### src/rtl/dram_arbiter.sv
// Round-robin arbiter/sequencer sharing one single-port byte RAM among NCORES cores.
// Optional read broadcast of same-address pure reads: define DRAM_ARB_MERGE_EN.
module dram_arbiter #(
    parameter int NCORES = 4,
    parameter int AW     = 8,
    parameter int DW     = 8
) (
    input  logic                 clk,
    input  logic                 rst_n,
    input  logic [NCORES-1:0]    req_rd,
    input  logic [NCORES-1:0]    req_wr,
    input  logic [NCORES*AW-1:0] req_addr,
    input  logic [NCORES*DW-1:0] req_wdata,
    input  logic [DW-1:0]        ram_q,
    output logic [AW-1:0]        ram_addr,
    output logic [DW-1:0]        ram_din,
    output logic                 ram_wren,
    output logic [NCORES-1:0]    gnt,
    output logic [NCORES-1:0]    done,
    output logic [NCORES*DW-1:0] rdata
);

    localparam int IW = $clog2(NCORES);

    typedef enum logic [1:0] {
        S_IDLE,
        S_ACCESS,
        S_RDWAIT,
        S_DONE
    } state_t;

    state_t            state;
    logic [IW-1:0]     last;
    logic [NCORES-1:0] pending;
    logic [IW-1:0]     win;
    logic              found;
    logic [NCORES-1:0] sel;
    logic [IW-1:0]     hi;

    assign pending = req_rd | req_wr;

    // Search starts just after the most recently served core.
    always_comb begin
        win   = '0;
        found = 1'b0;
        for (int k = 1; k <= NCORES; k++) begin
            if (!found && pending[IW'((int'(last) + k) % NCORES)]) begin
                found = 1'b1;
                win   = IW'((int'(last) + k) % NCORES);
            end
        end
    end

`ifdef DRAM_ARB_MERGE_EN
    // Pure reads of the winner's address ride along on the same RAM access.
    always_comb begin
        sel      = '0;
        sel[win] = 1'b1;
        if (req_rd[win] && !req_wr[win]) begin
            for (int i = 0; i < NCORES; i++) begin
                if (req_rd[i] && !req_wr[i] &&
                    req_addr[i*AW +: AW] == req_addr[win*AW +: AW])
                    sel[i] = 1'b1;
            end
        end
    end
`else
    always_comb begin
        sel      = '0;
        sel[win] = 1'b1;
    end
`endif

    always_comb begin
        hi = '0;
        for (int i = 0; i < NCORES; i++) begin
            if (gnt[i])
                hi = IW'(i);
        end
    end

    always_ff @(posedge clk or negedge rst_n) begin
        if (!rst_n) begin
            state    <= S_IDLE;
            last     <= IW'(NCORES - 1);
            gnt      <= '0;
            done     <= '0;
            rdata    <= '0;
            ram_addr <= '0;
            ram_din  <= '0;
            ram_wren <= 1'b0;
        end else begin
            unique case (state)
                S_IDLE: begin
                    done <= '0;
                    if (found) begin
                        gnt      <= sel;
                        ram_addr <= req_addr[win*AW +: AW];
                        ram_din  <= req_wdata[win*DW +: DW];
                        ram_wren <= req_wr[win];
                        state    <= S_ACCESS;
                    end
                end
                S_ACCESS: begin
                    ram_wren <= 1'b0;
                    if (ram_wren) begin
                        done  <= gnt;
                        state <= S_DONE;
                    end else begin
                        state <= S_RDWAIT;
                    end
                end
                S_RDWAIT: begin
                    for (int i = 0; i < NCORES; i++) begin
                        if (gnt[i])
                            rdata[i*DW +: DW] <= ram_q;
                    end
                    done  <= gnt;
                    state <= S_DONE;
                end
                S_DONE: begin
                    done  <= '0;
                    last  <= hi;
                    gnt   <= '0;
                    state <= S_IDLE;
                end
                default: state <= S_IDLE;
            endcase
        end
    end

endmodule

### config.mk
export PLATFORM = sky130hd
export DESIGN_NAME = dram_arbiter
export DESIGN_NICKNAME = d
export VERILOG_FILES = /design/src/rtl/dram_arbiter.sv
export SDC_FILE = /design/constraint.sdc
export NUM_CORES = 1
export LEC_CHECK = 0
export ABC_AREA = 1
export ABC_CLOCK_PERIOD_IN_PS = 2000
export CAP_MARGIN = 40
export CORE_UTILIZATION = 39
export DETAILED_ROUTE_END_ITERATION = 10
export HOLD_SLACK_MARGIN = 0.15
export PLACE_DENSITY = 0.84
export RECOVER_POWER = 50
export SYNTH_ARGS = -nofsm -noshare
export SYNTH_HDL_FRONTEND = slang
export SYNTH_SLANG_ARGS = --single-unit
### constraint.sdc
create_clock -name clk -period 2 [get_ports clk]
set_input_delay 0.3 -clock clk [delete_from_list [all_inputs] [get_ports clk]]
set_output_delay 0.3 -clock clk [all_outputs]
set_load 0.02 [all_outputs]
# After elaboration in Yosys (flattened, before gate mapping)
# Index checks and enable logic that the tools add are counted.
[classes] n_addsub=4 n_mul=0 div=0 order_cmp=6 eq_ne=5 n_shift=2 n_mux=36 bitwise=1 n_reduce_logical=18
[op_table] cell="variable part select 32 x 6 -> 8 bit" count=2
[op_table] cell="two-way mux 1 bit" count=17
[op_table] cell="< comparator 2 x 4 -> 1 bit (second input constant)" count=4
[op_table] cell="two-way mux 2 bit" count=7
[op_table] cell="AND reduction 2 bit" count=7
[op_table] cell="one-hot mux 4 bit (3 select lines)" count=1
[op_table] cell="binary-select mux 1 bit (select 2 bit)" count=5
[op_table] cell="two-way mux 4 bit" count=2
[op_table] cell="one-hot mux 2 bit (4 select lines)" count=1
[op_table] cell="one-hot mux 4 bit (2 select lines)" count=1
[op_table] cell="adder 2 x 1 -> 2 bit (second input constant)" count=2
[op_table] cell="adder 2 bit (second input constant)" count=2
[op_table] cell="== test 2 bit (second input constant)" count=2
[op_table] cell="logical AND 1 bit" count=4
[op_table] cell="!= test 2 bit (second input constant)" count=2
[op_table] cell="bitwise OR 4 bit" count=1
[op_table] cell="nonzero test 2 bit" count=2
[op_table] cell="zero test 1 bit" count=3
[op_table] cell="< comparator 2 x 3 -> 1 bit (second input constant)" count=1
[op_table] cell="demux 1 bit (select 2 bit)" count=1
[op_table] cell="== test 2 x 1 -> 1 bit (second input constant)" count=1
[op_table] cell="greater-or-equal comparator 2 x 1 -> 1 bit (second input constant)" count=1
[op_table] cell="zero test 2 bit" count=1
[op_table] cell="one-hot mux 1 bit (2 select lines)" count=1
[op_table] cell="OR reduction 2 bit" count=1
[totals] register_bits=61 latch_bits=0 ramBits=0 rom_bits=0 wordCells=83 memories=0

# Depth between registers and ports, before layout
[depth] depth_word=20 ltp_mapped=17 ltp_nobuf=15

# Worst setup path after synthesis
# No wires, ideal clock.
[synth_path] path_kind="reg-to-reg" startpoint="register last[0]" endpoint="register ram_addr[0]" t_arrival_ns=1.768 required_time_ns=1.883 path_slack_ns=0.114 path_stages_with_launch=16 path_buffers=3 period_less_slack_ns=1.886 path_cell_list="dfstp_2 > buf_6 > inv_4 > nand2_1 > nand2_1 > nand3_2 > nand2_2 > nor2_4 > and3_1 > nor2_2 > buf_4 > buf_4 > nand2_1 > nand2_1 > nand2_1 > nand2_1"
[synth_via] elab_chain_len=15 elab_cells_between_ends=32 cone_classes="4 x add/sub; 1 x shift; 20 x mux; 7 x reduce/logical"
[synth_lines] element="from (decl)" line="33" source="logic [IW-1:0] last;"
[synth_lines] element="from (signal assigned)" line="85" source="last <= IW'(NCORES - 1);"
[synth_lines] element="from (signal assigned)" line="123" source="last <= hi;"
[synth_lines] element="adder 2 x 1 -> 2 bit" line="47, 49"
[synth_lines] element="binary-select mux 1 bit (select 2 bit)" line="47" source="if (!found && pending[IW'((int'(last) + k) % NCORES)]) begin"
[synth_lines] element="two-way mux 1 bit (implied by the code) (2 in series)" line="47"
[synth_lines] element="two-way mux 1 bit" line="47"
[synth_lines] element="zero test 1 bit" line="47"
[synth_lines] element="logical AND 1 bit" line="47"
[synth_lines] element="two-way mux 1 bit" line="47"
[synth_lines] element="zero test 1 bit" line="47"
[synth_lines] element="logical AND 1 bit" line="47"
[synth_lines] element="two-way mux 1 bit" line="47"
[synth_lines] element="zero test 1 bit" line="47"
[synth_lines] element="logical AND 1 bit" line="47"
[synth_lines] element="two-way mux 2 bit or two-way mux 1 bit (tied branches)" line="47"
[synth_lines] element="variable part select 32 x 6 -> 8 bit or AND reduction 2 bit (tied branches)"
[synth_lines] element="to (signal assigned)" line="98" source="ram_addr <= req_addr[win*AW +: AW];"
[synth_lines] element="to (decl)" line="15" source="output logic [AW-1:0] ram_addr,"
# Parallel ways exist; a longest one is shown, timed or not. The select of a mux whose other input is x is not followed.
# A chain may end at the register's enable or synchronous reset.

# Worst setup path in the final report
[layout_path] startpoint="register last[0]" endpoint="register ram_addr[7]"
# The elaborated chain is that of the path after synthesis.

==> results.yml <==
timing:
  final_max_slew_viol_count: 0
  grt_setup_unrepaired: "yes"
  hold_viol: 0
  tns_ps: -649
  period_needed_ps: 2080
  maxSlewHeadroom_pct: 47.5
  worst_slew_pin_slew_ps: 787
  post-route-period-util_pct: 104
  skew_ps: 10.6
  setup-violations-final: 18
  fmax_mhz: 481
  setup_slack_ps: -79.2
  timing.hold.ws_ps: 480
yosys:
  yosysTopAreaCellShare_pct: 43.4
  ys_seq_area_share_pct: 45.0
  synth_area_leader_cell: "dfrtp_1"
  syn-instance-count: 469
  synth_warnings: 0
  synth_area_um2: 3400
  yosysMostFrequentCell: "nand2_1"
  synth-edff-count: 0
  synthesis.nets: 556
  ys_top_cells_by_count: "nand2_1, dfrtp_1, nand4_1"
  synth.ff_latch_count: 61
  synth_cell_type_count: 28
  yosys-top-cells-area: "dfrtp_1, nand2_1, nand4_1"
  synthFlopType: "dfrtp_1"
  syn_avg_cell_area_um2: 7.25
  synthArstFlopShare_pct: 100
floorplanning:
  design.die.area_um2: 9100
  coreArea_um2: 8340
  die_w_um: 95.4
  start_util_pct: 40.8
  die_y_um: 95.4
  ioPinCount: 139
  rows: 33
drt:
  wl_per_cell_um: 14.7
  avgViaCountPerCell: 4.98
  drc_errors: 0
  wl_um: 10800
  dr.pass1.iters: 4
  vias: 3674
  ant_nets: 0
  drt_iter0_drc: 192
power:
  peakVddDrop_v: 0.00113
  p_leak_uw: 0.00269
  power.density_nw_per_um2: 2000
layout:
  area_delta_synth_final_pct: 59.5
  num-nets-final: 715
  fin_cells: 738
  antenna-diode-count: 0
  fill_cells: 699
  utilization_pct: 65.0
  multiInputGateArea_um2: 1720
  drive_gt1_share_pct: 13.4
  final-seq-area_um2: 1530
run:
  maxCapViolCount: 0
min_path:
  min_path_type: "reg -> reg"
placement:
  hpwl_um: 7700
  io_buffers: 138
  gp_congestion: 0.886
  place_inst: 714
global_route:
  grt_max_degree: 35
  grt_pass1_vias: 3564
  grt_use_total_pct: 23.8
  antenna_found_initial: 0
  overflow: 0
  grt_pass1_wl_um: 16600
critical_path:
  startpoint_type: "flip-flop"
  critPathArrivalTime_ps: 2300
  crit_path_end_kind: "flip-flop"
  criticalPathCategory: "reg -> reg"
  required_ps: 2230
  cp_max_fo: 7
cts:
  cts_tree: "yes"
  cts_sinks: 61
  h-tree-depth: 3
  clk_pin_slew_worst_paths_ps: 80
  insertion_delay_ps: 330
  clk_path_buf_depth: 2
  cts_root_buf: "clkbuf_8"
  cts_made_buffers: 9
run_status:
  violations: "negative setup slack"
  status: "finished with violations"
[worst max-delay path, cell delays in order, from the launching register on]
cell and delay, ps:
dfstp_2 620, nand2_1 110, nand2_4 110, nand3_2 70, nand2_2 90, buf_4 120, inv_2 50, nand3_4 100
nand3_4 150, buf_12 170, nand2_1 60, nand2_1 70, nand2_1 70, nand2_1 70, nand2_1 50, nand2_1 50
[per-stage QoR]
step / worst slack, ps / total power, uW / instance area (um2)
finish: -79.2 / 10900 / 5430
global route: -216 / 11800 / 5430
CTS: -25.3 / 10500 / 5310
detailed placement: -204 / 9240 / 5050
global placement: -210 / 9070 / 5050
floorplan: 114 / 6450 / 3400
[state kept, by name, indices dropped and copies added, names as in the netlist]
name	count
ram_addr	8
done	4
ram_din	8
gnt	4
ram_wren	1
state	2
rdata	32
last	2
[cell usage in the layout (no fill, tap or decap), types with 3 or more instances in the layout]
master | synthesis | final
nor2_4 | 1 | 3
nand2_4 | 1 | 3
dfrtp_1 | 59 | 59
ha_1 | 5 | 5
nand3_4 | 2 | 3
buf_4 | 2 | 20
inv_1 | 15 | 14
nand2_1 | 245 | 235
nand4_1 | 35 | 35
nor2_1 | 9 | 7
buf_12 | 0 | 8
o21ai_0 | 34 | 34
nand2_2 | 3 | 11
clkdlybuf4s50_1 | 0 | 137
clkbuf_8 | 0 | 10
nand3_2 | 3 | 4
inv_2 | 7 | 7
nand3_1 | 13 | 11
[layer usage]
layer | wire length, um | track usage (%) | vias up
met5 | 0 | 0 | -
met4 | 132 | 8.83 | 0
met3 | 1270 | 9.17 | 12
met2 | 5060 | 39.9 | 173
met1 | 4380 | 27.6 | 1656
li1 | - | - | 1833
[report_power, final]
group | switching (uW) | leakage [uW] | internal [uW]
logic | 4190 | 0.00184 | 3300
registers | 395 | 0.000753 | 1860
clock network | 519 | 0.0000991 | 618
total | 5100 | 0.00269 | 5770
[path summary, 6_finish.rpt]
kind | startpoint | endpoint | slack, ps | cells past startpoint
max | last[0]$_DFFE_PN1N_ | ram_addr[7]$_DFFE_PN0P_ | -80 | 15
min | ram_din[6]$_DFFE_PN0P_ | ram_din[6]$_DFFE_PN0P_ | 480 | 2
max reg2reg | last[0]$_DFFE_PN1N_ | ram_addr[7]$_DFFE_PN0P_ | -80 | 15
min reg2reg | ram_din[6]$_DFFE_PN0P_ | ram_din[6]$_DFFE_PN0P_ | 480 | 2
max in group asynchronous | rst_n | rdata[17]$_DFFE_PN0P_ | 770 | 3
min in group asynchronous | rst_n | done[1]$_DFFE_PN0P_ | 570 | 2
[kinds of logic (layout without fill, tap and decap cells)]
family                     count (synthesis)  after routing  share of synthesized area (%)
DFF                                       61             61                           45.0
adders and majority gates                  5              5                           1.84
buffers and inverters                     45            209                           6.55
and+or+nand+nor                          315            315                           40.1
AOI/OAI and AO/OA                         43             43                           6.59
[layout make-up]
cell class	instances	area share, %
sequential	61	28.2
clock inverter	6	1.31
inverter	23	1.68
timing repair buffer	170	32.1
multi-input combinational	363	31.7
tap	105	2.42
clock buffer	10	2.54
[timing repair]
| action | CTS | global route |
|---|---|---|
| buffers inserted | 2 | 4 |
| endpoints found under the hold margin | 25 | 0 |
| setup endpoints to repair | 19 | 22 |
| pin swaps | 2 | 3 |
| hold buffers | 1 | 0 |
| gates resized for setup | 6 | 18 |
| cloned | 0 | 1 |
Power figures use the tool's default switching activity.
